**src/rtl/wb_store_ctrl.sv**
```systemverilog
// -----------------------------------------------------------------------------
// wb_store_ctrl
// Writeback-stage control block. Consumes the WB pipeline latch outputs and
// performs the stage's store to the data cache. A store whose bytes cross a
// cache line is sent as two beats. The latch is stalled until the store has
// been fully accepted, after which the instruction retires for exactly one
// cycle and its register/segment/flag write enables are let through.
//
// Ports:
//   clk, rst          clock, synchronous active-high reset
//   i_v, i_mem_wr     latch holds a valid instruction / instruction is a store
//   i_cachable        store target is cachable
//   i_data1           store data, byte 0 at the lowest address
//   i_PA1, i_PA2      first-byte address / next-line address (split only)
//   i_size1, i_spill  store size code / bytes falling into the next line
//   i_reg_we1/2, i_seg_we, i_flag_we   decoded write requests
//   i_mem_ack         cache accepted the current request this cycle
//   o_mem_*           store request to the cache (fields valid with o_mem_req)
//   o_stall           hold the WB latch
//   o_retire          instruction completes this cycle
//   o_*_we            write enables qualified by o_retire
//   o_store_cnt       wrapping count of retired stores
// -----------------------------------------------------------------------------
module wb_store_ctrl #(
  parameter int PA_W   = 15,
  parameter int DATA_W = 32,
  parameter int CNT_W  = 16
) (
  input  logic              clk,
  input  logic              rst,
  input  logic              i_v,
  input  logic              i_mem_wr,
  input  logic              i_cachable,
  input  logic [DATA_W-1:0] i_data1,
  input  logic [PA_W-1:0]   i_PA1,
  input  logic [PA_W-1:0]   i_PA2,
  input  logic [1:0]        i_size1,
  input  logic [1:0]        i_spill,
  input  logic              i_reg_we1,
  input  logic              i_reg_we2,
  input  logic              i_seg_we,
  input  logic              i_flag_we,
  input  logic              i_mem_ack,
  output logic              o_mem_req,
  output logic [PA_W-1:0]   o_mem_addr,
  output logic [DATA_W-1:0] o_mem_wdata,
  output logic [2:0]        o_mem_nbytes,
  output logic              o_mem_uc,
  output logic              o_stall,
  output logic              o_retire,
  output logic              o_reg_we1,
  output logic              o_reg_we2,
  output logic              o_seg_we,
  output logic              o_flag_we,
  output logic [CNT_W-1:0]  o_store_cnt
);

  typedef enum logic {
    S_IDLE,
    S_BEAT2
  } state_t;

  state_t            r_state;
  state_t            w_next;
  logic [CNT_W-1:0]  r_cnt;
  logic [2:0]        w_n;
  logic [2:0]        w_s;
  logic [2:0]        w_n1;
  logic [5:0]        w_shift;
  logic              w_retire;

  // Store size in bytes and the part of it that spills into the next line.
  // A spill that is not smaller than the store size cannot describe a real
  // split, so it is treated as no split at all.
  always_comb begin
    unique case (i_size1)
      2'd0:    w_n = 3'd1;
      2'd1:    w_n = 3'd2;
      default: w_n = 3'd4;
    endcase
    w_s     = ({1'b0, i_spill} < w_n) ? {1'b0, i_spill} : 3'd0;
    w_n1    = w_n - w_s;
    // Beat 2 carries the bytes above those already sent in beat 1.
    w_shift = {w_n1, 3'b000};
  end

  // Next-state and request generation. Beat 1 is only ever driven from IDLE,
  // so once it is acked and we move to BEAT2 it cannot be reissued. Reset
  // forces everything quiet in the same cycle, even with a beat pending.
  always_comb begin
    w_next       = r_state;
    o_mem_req    = 1'b0;
    o_mem_addr   = '0;
    o_mem_wdata  = '0;
    o_mem_nbytes = '0;
    w_retire     = 1'b0;
    if (rst) begin
      w_next = S_IDLE;
    end else begin
      unique case (r_state)
        S_IDLE: begin
          if (i_v) begin
            if (i_mem_wr) begin
              o_mem_req    = 1'b1;
              o_mem_addr   = i_PA1;
              o_mem_nbytes = w_n1;
              o_mem_wdata  = i_data1;
              if (i_mem_ack) begin
                if (w_s == 3'd0) begin
                  w_retire = 1'b1;
                end else begin
                  w_next = S_BEAT2;
                end
              end
            end else begin
              w_retire = 1'b1;
            end
          end
        end
        S_BEAT2: begin
          o_mem_req    = 1'b1;
          o_mem_addr   = i_PA2;
          o_mem_nbytes = w_s;
          o_mem_wdata  = i_data1 >> w_shift;
          if (i_mem_ack) begin
            w_retire = 1'b1;
            w_next   = S_IDLE;
          end
        end
        default: w_next = S_IDLE;
      endcase
    end
  end

  // Stall is combinational on the ack so the latch advances in the very
  // cycle the final beat is accepted.
  always_comb begin
    o_retire    = w_retire;
    o_stall     = ~rst & i_v & i_mem_wr & ~w_retire;
    o_mem_uc    = ~i_cachable;
    o_reg_we1   = i_reg_we1 & w_retire;
    o_reg_we2   = i_reg_we2 & w_retire;
    o_seg_we    = i_seg_we & w_retire;
    o_flag_we   = i_flag_we & w_retire;
    o_store_cnt = r_cnt;
  end

  // State register and the wrapping retired-store counter.
  always_ff @(posedge clk) begin
    if (rst) begin
      r_state <= S_IDLE;
      r_cnt   <= '0;
    end else begin
      r_state <= w_next;
      if (w_retire && i_mem_wr) begin
        r_cnt <= r_cnt + 1'b1;
      end
    end
  end

endmodule

```
**config.mk**
```make
export PLATFORM = sky130hd
export DESIGN_NAME = wb_store_ctrl
export DESIGN_NICKNAME = d
export VERILOG_FILES = /design/src/rtl/wb_store_ctrl.sv
export SDC_FILE = /design/constraint.sdc
export NUM_CORES = 1
export LEC_CHECK = 0
export BUFFER_PORTS_ARGS = -buffer_cell sky130_fd_sc_hd__buf_2
export CAP_MARGIN = 20
export CORE_MARGIN = 2
export CORE_UTILIZATION = 38
export CTS_CLUSTER_SIZE = 40
export DETAILED_ROUTE_END_ITERATION = 10
export PLACE_DENSITY = 0.88
export SLEW_MARGIN = 20
export SYNTH_ARGS = -nofsm -noshare
export SYNTH_HDL_FRONTEND = slang
export SYNTH_SLANG_ARGS = --single-unit
```
**constraint.sdc**
```tcl
create_clock -name clk -period 3.7 [get_ports clk]
set_clock_uncertainty 0.05 [all_clocks]
set_input_delay 0.74 -clock clk [delete_from_list [all_inputs] [get_ports clk]]
set_output_delay 0.74 -clock clk [all_outputs]
set_load 0.01 [all_outputs]
```
Word-level counts from Yosys, hierarchy flattened

Index checks and enable logic that the tools add are counted.

Register bits: 17
Input bits: 76

Add/sub/neg operators: 2
Order comparisons: 1
Equality and inequality tests: 1
Shifts and indexed selects: 1
Multiplexer cells: 31
Bitwise operators: 11
Reduce and logical (&&, ||, !) cells: 3

Operators by type and width:

| kind                                                | number |
|---|---|
| two-way mux 32 bit                                  | 3 |
| one-hot mux 32 bit (2 select lines)                 | 1 |
| two-way mux 15 bit                                  | 3 |
| right shift 32 x 6 -> 32 bit                        | 1 |
| one-hot mux 15 bit (2 select lines)                 | 1 |
| adder 16 x 1 -> 16 bit, second input constant       | 1 |
| two-way mux 1 bit                                   | 14 |
| one-hot mux 3 bit (2 select lines)                  | 2 |
| two-way mux 3 bit                                   | 3 |
| AND 1 bit                                           | 7 |
| one-hot mux 1 bit (2 select lines)                  | 3 |
| NOT 1 bit                                           | 4 |
| logical NOT 3 bit                                   | 1 |
| < comparator 2 x 3 -> 1 bit                         | 1 |
| subtractor 3 x 2 -> 3 bit                           | 1 |
| equality test 2 x 1 -> 1 bit, second input constant | 1 |
| logical NOT 2 bit                                   | 1 |
| two-way mux 2 bit                                   | 1 |
| logical AND 1 bit                                   | 1 |

Logic depth before layout (Yosys ltp)

Word-level depth: 13
Mapped depth: 15
Depth with buffers taken out: 14

Least setup slack after synthesis

OpenSTA, ideal clock, no wires.

Kind: input to output
Start: input port i_size1[1]
End: output port o_mem_wdata[10]
Arrival time: 3.176 ns
Data required time: 2.910 ns
Setup slack: -0.266 ns
Cell stages on the path: 15
Cells stage by stage: inv_1 > nand2_1 > ha_1 > nor2_1 > o21ai_0 > inv_1 > ha_1 > inv_1 > fa_1 > clkbuf_1 > nor2_1 > nand2_1 > o21ai_0 > nand2_1 > a21oi_1

Word-level cells in the longest chain between the ends: 8

RTL lines:

| what                                                                     | line | source |
|---|---|---|
| start: declaration                                                       | 37   | `input logic [1:0] i_size1,` |
| equality test 2 x 1 -> 1 bit / logical NOT 2 bit (equally long branches) | 76   | `unique case (i_size1)` |
| one-hot mux 3 bit (2 select lines) (*)                                   | 76   |  |
| < comparator 2 x 3 -> 1 bit                                              | 81   | `w_s = ({1'b0, i_spill} < w_n) ? {1'b0, i_spill} : 3'd0;` |
| two-way mux 2 bit                                                        | 81   |  |
| subtractor 3 x 2 -> 3 bit (*)                                            | 82   | `w_n1 = w_n - w_s;` |
| right shift 32 x 6 -> 32 bit (*)                                         | 124  | `o_mem_wdata = i_data1 >> w_shift;` |
| one-hot mux 32 bit (2 select lines) (*)                                  | 100  | `unique case (r_state)` |
| two-way mux 32 bit (*)                                                   | 97   | `if (rst) begin` |
| end: declaration                                                         | 46   | `output logic [DATA_W-1:0] o_mem_wdata,` |

Mark *: on every way between the ends. The rest lies on a longest branch, timed or not.

Final worst setup path

Start: input port i_size1[1]
End: output port o_mem_wdata[31]

The elaborated chain is that of the path after synthesis.

==> metrics.cfg <==
[cells_and_area]
nets = 537
syn2layout_area_growth_pct = 51.3
drive_above_1_share = 0.467
n_antenna_cell = 0
stdcell_count = 528
final_util = 0.592

[timing]
slew_headroom = 0.393
hold_slack_ps = 442
rsz0062_at_grt = yes
hold_viol = 0
maxClockFrequency_mhz = 262
finalCriticalPeriod_ps = 3810
worst_slack_ps = -114
setup_violations = 28
worst_pin_slew_ps = 907
finalSetupTns_ps = -1630
final.period_utilization = 1.03
finalMaxSlewViolations = 0

[die]
core_area_sq_mm = 0.00547
die_w_microns = 79.1
start_util = 0.391
io_pins = 150
row_count = 27
die_h_microns = 79.1
die-area_sq_mm = 0.00625

[status]
status = finished, violations left
violations = negative setup slack

[clock_tree]
path_clk_slew_ps = 70
root_buffer = clkbuf_8
worstSkewPairLatency_ps = 260
clock_tree.buffer_depth = 2
cts_htree_levels = 1
cts_inserted_buffers = 3
cts_tree = yes
cts_sinks = 17

[logic_synthesis]
syn_area_sq_mm = 0.00214
synth-edff-count = 0
postSynthAreaPerCell_sq_um = 6.91
seq_area_frac_synth = 0.159
synth-main-ff-cell = dfxtp_1
synth_warnings = 0
synthCells = 310
syn_nets = 390
ys_async_sr_fraction = 0
synthDistinctLibCells = 43
synth_seq_cells = 17

[routing]
drt_wl_total_mm = 8.15
postRouteAntennaNets = 0
drt_pass1_iterations = 5
post_drt_wl_per_cell_microns = 15.4
drt_iter0_drc = 143
drc = 0
num_vias = 3037
routed_via_density = 5.75

[grt]
grt_use_total = 0.254
grt_max_degree = 43
overflow = 0
gr-max-usage-layer = met2
grt_pass1_wl_mm = 13.0
grt_pass1_vias = 2821
grt.met3_usage = 0.0352
antenna_found_initial = 0
grt_use_met1 = 0.329
grtUsageMet2 = 0.439

[critical_path]
rr_endpoint = o_store_cnt[12]$_SDFFE_PP0P_
end_kind = primary output
rrSetupSlack_ps = 1850
cp.required_ps = 2910
arrival_ps = 3020
cp_max_fo = 8
reg2reg_depth = 5
crit_start = i_size1[1]
crit_slowest_cell = fa_2
crit_chain = buf_8 -> inv_4 -> nand2_4 -> ha_4 -> nor2_4 -> o21ai_2 -> inv_1 -> ha_2 -> inv_2 -> fa_2 -> inv_2 -> and2_4 -> nand2_4 -> a21boi_4 -> and2_4 -> buf_6
cp-endpoint = o_mem_wdata[31]
critPathLaunchType = input port
critPathKind = in2out
rr_startpoint = o_store_cnt[2]$_SDFFE_PP0P_
crit_path_max_incr_delay_ps = 490

[power]
power_density_mw_per_mm2 = 219
ir_drop_mv = 0.158
p_leak_nw = 1.62

[place]
place_inst = 521
gp_congestion = 0.967
post-dp-hpwl_mm = 6.16
dpl_worst_slack_ps = -249
portBuffers = 149

[hold_path]
hold_path_depth = 2
holdCritPathClass = reg2reg

[job]
drv_cap = 0

through the flow:
step | area, sq um | power (mW)
after floorplan | 2220 | 0.402
after global placement | 3050 | 0.530
after detailed placement | 3050 | 0.536
after CTS | 3200 | 0.695
after global routing | 3240 | 0.751
final | 3240 | 0.709
layout make-up:
class,count,area (sq um)
clock buffers,4,45.0
fillers,515,2230
inverters,8,32.5
multi-input cells,261,1770
flip-flops and latches,17,340
well taps,72,90.1
repair buffers,166,957
cells by family (layout without fill, tap and decap cells):
family	after synthesis	count (layout)	share of synthesized area
xor+xnor	2	2	0.0117
compound gates	123	123	0.357
fa+ha+maj	4	4	0.0269
mux	25	25	0.122
buf+inv	32	178	0.0660
flops	17	17	0.159
simple gates	107	107	0.257
flip-flops by register name, indices dropped and copies added, names as in the netlist:
signal / cells
o_store_cnt: 16
r_state: 1
power breakdown:
part,internal [mW],leakage (nW),switching [mW],total [mW]
clock network,0.0767,0.0228,0.0675,0.144
registers,0.184,0.137,0.00144,0.185
logic,0.174,1.46,0.205,0.380
total,0.435,1.62,0.274,0.709
placed cells by master (no fill, tap or decap), types with 2 or more instances in the layout:
cell / synthesis / routed
o21ai_0: 14 / 4
clkbuf_8: 0 / 3
nand3_1: 5 / 5
buf_2: 2 / 140
o21ai_1: 4 / 13
and2_4: 0 / 9
a21oi_1: 69 / 64
or4_1: 6 / 6
o211ai_1: 8 / 8
buf_4: 1 / 13
nor2_4: 0 / 2
dfxtp_1: 17 / 17
nor2_1: 11 / 9
o31ai_1: 6 / 6
a22o_1: 15 / 15
nand2_1: 44 / 42
and2_1: 16 / 7
nand4_1: 3 / 3
and3_1: 2 / 2
or3_1: 8 / 8
inv_1: 8 / 5
nor2b_1: 4 / 3
nand2_4: 0 / 2
o21ai_2: 1 / 2
mux2_2: 8 / 8
a21oi_2: 0 / 5
buf_6: 2 / 11
inv_2: 0 / 2
mux2i_1: 16 / 16
how the worst min path moves through the flow:
stage / start / endpoint
floorplan: o_store_cnt[15]$_SDFFE_PP0P_ / o_store_cnt[15]$_SDFFE_PP0P_
global placement: o_store_cnt[15]$_SDFFE_PP0P_ / o_store_cnt[15]$_SDFFE_PP0P_
detailed placement: o_store_cnt[15]$_SDFFE_PP0P_ / o_store_cnt[15]$_SDFFE_PP0P_
CTS: o_store_cnt[14]$_SDFFE_PP0P_ / o_store_cnt[14]$_SDFFE_PP0P_
global route: o_store_cnt[15]$_SDFFE_PP0P_ / o_store_cnt[15]$_SDFFE_PP0P_
finish: o_store_cnt[14]$_SDFFE_PP0P_ / o_store_cnt[14]$_SDFFE_PP0P_
cell usage after synthesis (8+ instances only):
| cell type | instances | area [sq um] |
|---|---|---|
| a21oi_1 | 69 | 345 |
| nand2_1 | 44 | 165 |
| clkbuf_1 | 19 | 71.3 |
| dfxtp_1 | 17 | 340 |
| and2_1 | 16 | 100 |
| mux2i_1 | 16 | 160 |
| a22o_1 | 15 | 131 |
| o21ai_0 | 14 | 70.1 |
| nor2_1 | 11 | 41.3 |
| inv_1 | 8 | 30.0 |
| mux2_2 | 8 | 90.1 |
| o211ai_1 | 8 | 60.1 |
| or3_1 | 8 | 50.1 |
critical path, delay by kind of cell:
family                   cells  cell delay, ps
adder cells (fa/ha/maj)      3             940
AND/OR/NAND/NOR              5             480
buffers and inverters        6             470
AO/OA/AOI/OAI                2             380
layer usage:
| metal | up-vias | part of all wire |
|---|---|---|
| li1 | 1431 | - |
| met1 | 1394 | 0.39 |
| met2 | 195 | 0.50 |
| met3 | 17 | 0.092 |
| met4 | 0 | 0.016 |
| met5 | - | 0 |
repair_timing:
action / 4_1_cts / 5_1_grt
hold buffers: 0 / 0
hold endpoints to repair: 0 / 0
setup buffers: 3 / 1
pin swaps: 23 / 19
resized for setup: 25 / 11
setup endpoints to repair: 32 / 33
Note: power is estimated with default switching activity, not from simulation.
